**src/rtl/alu_result_stage_pkg.sv**
```systemverilog
// Shared widths and packed types for the ALU result stage: flag word and buffered writeback entry.
package alu_result_stage_pkg;

  localparam int DATA_W = 12;
  localparam int DEST_W = 3;

  typedef struct packed {
    logic c;
    logic z;
    logic s;
    logic v;
  } flags_t;

  typedef struct packed {
    logic [DATA_W-1:0] result;
    logic [DEST_W-1:0] dest;
    logic              reg_we;
  } entry_t;

endpackage

```
**src/rtl/alu_result_stage_if.sv**
```systemverilog
// ALU-side and writeback-side handshake bundle; master is the environment, slave is the stage.
interface alu_result_stage_if;
  import alu_result_stage_pkg::*;

  logic              in_valid;
  logic              in_ready;
  logic [DATA_W-1:0] in_result;
  logic              in_carry;
  logic              in_equ;
  logic              in_sign;
  logic              in_overflow;
  logic [DEST_W-1:0] in_dest;
  logic              in_reg_we;
  logic              in_flag_we;

  logic              out_valid;
  logic              out_ready;
  logic [DATA_W-1:0] out_result;
  logic [DEST_W-1:0] out_dest;
  logic              out_reg_we;

  modport master (
    output in_valid, in_result, in_carry, in_equ, in_sign, in_overflow,
    output in_dest, in_reg_we, in_flag_we, out_ready,
    input  in_ready, out_valid, out_result, out_dest, out_reg_we
  );

  modport slave (
    input  in_valid, in_result, in_carry, in_equ, in_sign, in_overflow,
    input  in_dest, in_reg_we, in_flag_we, out_ready,
    output in_ready, out_valid, out_result, out_dest, out_reg_we
  );

endinterface

```
**src/rtl/alu_skid_buffer.sv**
```systemverilog
// Valid/ready buffer, 1 cycle latency; ALU_RESULT_SKID_EN gives 2 entries with registered in_ready,
// otherwise a single register whose in_ready passes out_ready combinationally.
module alu_skid_buffer
  import alu_result_stage_pkg::*;
#(
  parameter type T = entry_t
) (
  input  logic clk,
  input  logic rst,
  input  logic in_valid_i,
  output logic in_ready_o,
  input  T     in_data_i,
  output logic out_valid_o,
  input  logic out_ready_i,
  output T     out_data_o
);

  logic init_q;
  logic main_vld_q, main_vld_d;
  T     main_q, main_d;
  logic accept;
  logic xfer;

  assign accept      = in_valid_i & in_ready_o;
  assign xfer        = main_vld_q & out_ready_i;
  assign out_valid_o = main_vld_q;
  assign out_data_o  = main_q;

  // Held low through reset and for the release cycle so upstream never fires into a resetting stage.
  always_ff @(posedge clk or posedge rst) begin
    if (rst) init_q <= 1'b0;
    else     init_q <= 1'b1;
  end

`ifdef ALU_RESULT_SKID_EN
  logic skid_vld_q, skid_vld_d;
  T     skid_q, skid_d;

  assign in_ready_o = init_q & ~skid_vld_q;

  always_comb begin
    main_d     = main_q;
    main_vld_d = main_vld_q;
    skid_d     = skid_q;
    skid_vld_d = skid_vld_q;
    if (skid_vld_q) begin
      // Skid is older than anything upstream; it refills main before new input is taken.
      if (xfer) begin
        main_d     = skid_q;
        skid_vld_d = 1'b0;
      end
    end else if (accept) begin
      if (!main_vld_q || xfer) begin
        main_d     = in_data_i;
        main_vld_d = 1'b1;
      end else begin
        skid_d     = in_data_i;
        skid_vld_d = 1'b1;
      end
    end else if (xfer) begin
      main_vld_d = 1'b0;
    end
  end

  always_ff @(posedge clk or posedge rst) begin
    if (rst) begin
      skid_q     <= '0;
      skid_vld_q <= 1'b0;
    end else begin
      skid_q     <= skid_d;
      skid_vld_q <= skid_vld_d;
    end
  end
`else
  assign in_ready_o = init_q & (~main_vld_q | out_ready_i);

  always_comb begin
    main_d     = main_q;
    main_vld_d = main_vld_q;
    if (accept) begin
      main_d     = in_data_i;
      main_vld_d = 1'b1;
    end else if (xfer) begin
      main_vld_d = 1'b0;
    end
  end
`endif

  always_ff @(posedge clk or posedge rst) begin
    if (rst) begin
      main_q     <= '0;
      main_vld_q <= 1'b0;
    end else begin
      main_q     <= main_d;
      main_vld_q <= main_vld_d;
    end
  end

endmodule

```
**src/rtl/alu_result_stage.sv**
```systemverilog
// ALU result stage: buffers result/dest/reg_we to writeback (1 cycle when empty) and owns the flag register.
// Flags update on accept; ALU_RESULT_SKID_EN selects the 2-entry skid buffer with registered in_ready.
module alu_result_stage
  import alu_result_stage_pkg::*;
(
  input  logic                clk,
  input  logic                rst,
  alu_result_stage_if.slave   bus,
  input  logic                use_carry,
  input  logic                flag_clr,
  output logic                alu_carry_in,
  output logic                flag_c,
  output logic                flag_z,
  output logic                flag_s,
  output logic                flag_v
);

  flags_t flags_q, flags_d;
  entry_t in_entry;
  entry_t out_entry;
  logic   in_rdy;
  logic   out_vld;
  logic   accept;

  assign accept = bus.in_valid & in_rdy;

  always_comb begin
    in_entry        = '0;
    in_entry.result = bus.in_result;
    in_entry.dest   = bus.in_dest;
    in_entry.reg_we = bus.in_reg_we;
  end

  alu_skid_buffer #(.T(entry_t)) u_buf (
    .clk         (clk),
    .rst         (rst),
    .in_valid_i  (bus.in_valid),
    .in_ready_o  (in_rdy),
    .in_data_i   (in_entry),
    .out_valid_o (out_vld),
    .out_ready_i (bus.out_ready),
    .out_data_o  (out_entry)
  );

  assign bus.in_ready   = in_rdy;
  assign bus.out_valid  = out_vld;
  assign bus.out_result = out_entry.result;
  assign bus.out_dest   = out_entry.dest;
  assign bus.out_reg_we = out_vld & out_entry.reg_we;

  // A flag-writing accept takes priority over a coincident clear.
  always_comb begin
    flags_d = flags_q;
    if (accept && bus.in_flag_we) begin
      flags_d.c = bus.in_carry;
      flags_d.z = bus.in_equ;
      flags_d.s = bus.in_sign;
      flags_d.v = bus.in_overflow;
    end else if (flag_clr) begin
      flags_d = '0;
    end
  end

  always_ff @(posedge clk or posedge rst) begin
    if (rst) flags_q <= '0;
    else     flags_q <= flags_d;
  end

  assign flag_c       = flags_q.c;
  assign flag_z       = flags_q.z;
  assign flag_s       = flags_q.s;
  assign flag_v       = flags_q.v;
  assign alu_carry_in = use_carry & flags_q.c;

endmodule

```
**src/flat_wrapper.sv**
```systemverilog
// flat-port wrapper written by rule: the top's interface ports become plain ports
module alu_result_stage_flat import alu_result_stage_pkg::*;
  (clk, rst, use_carry, flag_clr, alu_carry_in, flag_c, flag_z, flag_s, flag_v, bus_in_valid, bus_in_result, bus_in_carry, bus_in_equ, bus_in_sign, bus_in_overflow, bus_in_dest, bus_in_reg_we, bus_in_flag_we, bus_out_ready, bus_in_ready, bus_out_valid, bus_out_result, bus_out_dest, bus_out_reg_we);
  alu_result_stage_if bus_i ();
  input  logic clk;
  input  logic rst;
  input  logic use_carry;
  input  logic flag_clr;
  output logic alu_carry_in;
  output logic flag_c;
  output logic flag_z;
  output logic flag_s;
  output logic flag_v;
  input wire logic [$bits(bus_i.in_valid)-1:0] bus_in_valid;
  input wire logic [$bits(bus_i.in_result)-1:0] bus_in_result;
  input wire logic [$bits(bus_i.in_carry)-1:0] bus_in_carry;
  input wire logic [$bits(bus_i.in_equ)-1:0] bus_in_equ;
  input wire logic [$bits(bus_i.in_sign)-1:0] bus_in_sign;
  input wire logic [$bits(bus_i.in_overflow)-1:0] bus_in_overflow;
  input wire logic [$bits(bus_i.in_dest)-1:0] bus_in_dest;
  input wire logic [$bits(bus_i.in_reg_we)-1:0] bus_in_reg_we;
  input wire logic [$bits(bus_i.in_flag_we)-1:0] bus_in_flag_we;
  input wire logic [$bits(bus_i.out_ready)-1:0] bus_out_ready;
  output wire logic [$bits(bus_i.in_ready)-1:0] bus_in_ready;
  output wire logic [$bits(bus_i.out_valid)-1:0] bus_out_valid;
  output wire logic [$bits(bus_i.out_result)-1:0] bus_out_result;
  output wire logic [$bits(bus_i.out_dest)-1:0] bus_out_dest;
  output wire logic [$bits(bus_i.out_reg_we)-1:0] bus_out_reg_we;
  assign bus_i.in_valid = bus_in_valid;
  assign bus_i.in_result = bus_in_result;
  assign bus_i.in_carry = bus_in_carry;
  assign bus_i.in_equ = bus_in_equ;
  assign bus_i.in_sign = bus_in_sign;
  assign bus_i.in_overflow = bus_in_overflow;
  assign bus_i.in_dest = bus_in_dest;
  assign bus_i.in_reg_we = bus_in_reg_we;
  assign bus_i.in_flag_we = bus_in_flag_we;
  assign bus_i.out_ready = bus_out_ready;
  assign bus_in_ready = bus_i.in_ready;
  assign bus_out_valid = bus_i.out_valid;
  assign bus_out_result = bus_i.out_result;
  assign bus_out_dest = bus_i.out_dest;
  assign bus_out_reg_we = bus_i.out_reg_we;
  alu_result_stage u_core (.clk(clk), .rst(rst), .bus(bus_i), .use_carry(use_carry), .flag_clr(flag_clr), .alu_carry_in(alu_carry_in), .flag_c(flag_c), .flag_z(flag_z), .flag_s(flag_s), .flag_v(flag_v));
endmodule
```
**config.mk**
```make
export PLATFORM = sky130hd
export DESIGN_NAME = alu_result_stage_flat
export DESIGN_NICKNAME = d
export VERILOG_FILES = /design/src/rtl/alu_result_stage_pkg.sv /design/src/rtl/alu_result_stage_if.sv /design/src/rtl/alu_skid_buffer.sv /design/src/rtl/alu_result_stage.sv /design/src/flat_wrapper.sv
export SDC_FILE = /design/constraint.sdc
export NUM_CORES = 1
export LEC_CHECK = 0
export CAP_MARGIN = 20
export CORE_MARGIN = 4
export CORE_UTILIZATION = 41
export CTS_BUF_LIST = sky130_fd_sc_hd__clkbuf_8 sky130_fd_sc_hd__clkbuf_16
export CTS_CLUSTER_DIAMETER = 80
export DETAILED_ROUTE_END_ITERATION = 8
export PLACE_DENSITY = 0.79
export SYNTH_ARGS = -nofsm -noshare
export SYNTH_HDL_FRONTEND = slang
export SYNTH_HIERARCHICAL = 1
export SYNTH_SLANG_ARGS = --single-unit
```
**constraint.sdc**
```tcl
create_clock -name clk -period 2.2 [get_ports clk]
set_input_delay 0.44 -clock clk [delete_from_list [all_inputs] [get_ports clk]]
set_output_delay 0.44 -clock clk [all_outputs]
set_load 0.005 [all_outputs]
```
==> flow_summary.json, run 1 <==
{
  "grt_max_degree": 19,
  "seqCellArea_um2": 551,
  "end_kind": "output port",
  "nets": 139,
  "netlist_instances": 59,
  "post_cts_buffers": 0,
  "skew_ns": 0.00170,
  "die_width_um": 56.3,
  "grt_pass1_wl_mm": 3.23,
  "avgSynthCellArea_um2": 16.2,
  "drc": 0,
  "r2r_setup_slack_ns": 0.90,
  "layout_commonest_cell": "clkdlybuf4s50_1",
  "cp_data_arrival_time_ns": 1.68,
  "ant_nets": 0,
  "drt_iter0_markers": 8,
  "rsz0062_at_grt": "false",
  "multi_input_area_um2": 368,
  "ys_seq_area_frac": 0.575,
  "cts_tree": "built",
  "use_met3": 0.0322,
  "drive_gt1_frac": 0.273,
  "max_cap_violations": 0,
  "vias_per_cell": 4.58,
  "core-area_um2": 2210,
  "fillCellCount": 169,
  "clk_path_buf_depth": 2,
  "cts_root_buffer": "clkbuf_8",
  "chipHeight_um": 56.3,
  "n_antenna_cell": 0,
  "start_util": 0.433,
  "critPathMaxFanout": 3,
  "hpwlAfterDp_mm": 1.52,
  "areaGrowthSynthToFinish_pct": 58.0,
  "slew_viol_final": 0,
  "worst_slew_pin_slew_ns": 0.644,
  "ctsResizeCount": 0,
  "clkSlewWorstSetupHoldPaths_ns": 0.07,
  "wl_per_cell_um": 13.2,
  "portBuffers": 49,
  "yosys_warnings": 6,
  "fin_cells": 138,
  "ctsHoldBuffers": 0,
  "first_pass_iters": 2,
  "synth-seq-cells": 22,
  "hold_viol": 0,
  "cp.required_ns": 1.76,
  "routed_wl_mm": 1.82,
  "post-route-period-util": 0.962,
  "finalSetupViolations": 0,
  "antenna_found_initial": 0,
  "synth_nets": 86,
  "gr-total-overflow": 0,
  "globalRoute.busiestLayer": "met2",
  "io_pins": 50,
  "status": "completed",
  "synth_area_um2": 957,
  "grt_util_met2": 0.224,
  "clkLatencyLatePin_ns": 0.25,
  "leakagePower_nw": 0.668,
  "clock-sinks": 22,
  "crit_type": "input port to output port",
  "cts_buffers": 3,
  "max_slew_margin": 0.570,
  "cp-start-kind": "input port",
  "track_usage": 0.126,
  "first_global_vias": 735,
  "cts_max_level": 1,
  "max_clock_freq_mhz": 473,
  "layout_common_cells": "clkdlybuf4s50_1 (49), dfrtp_1 (22), mux2_4 (10)",
  "gp_congestion": 0.749,
  "vias": 632,
  "die-area_um2": 3170,
  "p_per_area_nw_per_um2": 673,
  "ir_drop_mv": 0.418,
  "ys_types": 16,
  "grtUsageMet1": 0.156,
  "hp-class": "input port to asynchronous set/reset pin",
  "fin_tns_setup_ns": 0,
  "dp.cells": 135,
  "rows": 17,
  "timing.final.crit_period_ns": 2.12
}
## power by group
part,switching (W),internal (W)
combinational,0.0000715,0.000217
clock,0.000112,0.000122
sequential,0.0000328,0.000464
## synth_stat cells
| master | number | share of area |
|---|---|---|
| dfrtp_1 | 22 | 0.58 |
| mux2_4 | 10 | 0.16 |
| mux2_2 | 9 | 0.11 |
| and2b_4 | 3 | 0.031 |
| and2_1 | 2 | 0.013 |
| inv_1 | 2 | 0.0078 |
| nand2_1 | 2 | 0.0078 |
| and2_2 | 1 | 0.0078 |
| buf_12 | 1 | 0.021 |
| buf_6 | 1 | 0.012 |
| conb_1 | 1 | 0.0039 |
| mux2_1 | 1 | 0.012 |
| nand2b_4 | 1 | 0.014 |
| nand3_2 | 1 | 0.010 |
| nor2b_1 | 1 | 0.0065 |
| nor2b_4 | 1 | 0.014 |
## kinds of logic after synthesis
family | after synthesis | synth area share
buffers and inverters | 4 | 0.0405
and+or+nand+nor | 12 | 0.106
muxes | 20 | 0.275
DFF | 22 | 0.575
other | 1 | 0.00392
## through the flow
step	total power (W)	instance area (µm²)	setup slack (ns)	hold WS (ns)	utilization
after floorplan	0.000616	957	0.847	0.206	-
after global placement	0.000792	1470	0.102	0.489	0.665
after detailed placement	0.000797	1470	0.0744	0.490	0.665
after CTS	0.00104	1510	0.0771	0.400	0.684
after global routing	0.00108	1510	0.0572	0.405	0.684
final	0.00102	1510	0.0840	0.400	0.684
## worst max-delay path, stage by stage
cell	delay (ns)
clkdlybuf4s50_1	0.46
nand2b_4	0.13
and2_2	0.16
clkdlybuf4s50_1	0.50
## flip-flops by register name, indices dropped and copies added, names as in the netlist
register / count
u_core/flag_z: 1
u_core/u_buf/out_valid_o: 1
u_core/flag_v: 1
u_core/u_buf/out_data_o: 16
u_core/flag_s: 1
u_core/flag_c: 1
u_core/u_buf/init_q: 1
## layer usage
| layer | vias to the layer above | share of wire |
|---|---|---|
| met5 | - | 0 |
| met4 | 0 | 0 |
| met3 | 0 | 0.090 |
| met2 | 32 | 0.51 |
| met1 | 302 | 0.40 |
| li1 | 298 | - |
## area by class of cell
class,count,area share
sequential,22,0.364
clock buffer,3,0.0273
timing repair buffer,50,0.337
multi-input combinational,33,0.243
tap,28,0.0232
inverter,2,0.00496
## final timing paths
kind                       cells after the start                                       to                                    from
setup reg to reg                               4  u_core/u_buf/out_data_o[10]$_DFFE_PP0P_    u_core/u_buf/out_valid_o$_DFFE_PP0P_
hold reg to reg                                1   u_core/u_buf/out_data_o[0]$_DFFE_PP0P_  u_core/u_buf/out_data_o[0]$_DFFE_PP0P_
setup / recovery                               4                             bus_in_ready                           bus_out_ready
hold / removal                                 2                u_core/flag_s$_DFFE_PP0P_                                     rst
max in group asynchronous                      2            u_core/u_buf/init_q$_DFF_PP0_                                     rst
min in group clk                               1   u_core/u_buf/out_data_o[0]$_DFFE_PP0P_  u_core/u_buf/out_data_o[0]$_DFFE_PP0P_
No activity file was read; power rests on OpenSTA's default activity.
==> inputs of run 2 (changes only) <==
- GPL_ROUTABILITY_DRIVEN: default -> 0
==> results of run 2 <==
No change in the layout: final DEF, timing and power equal those of run 1.
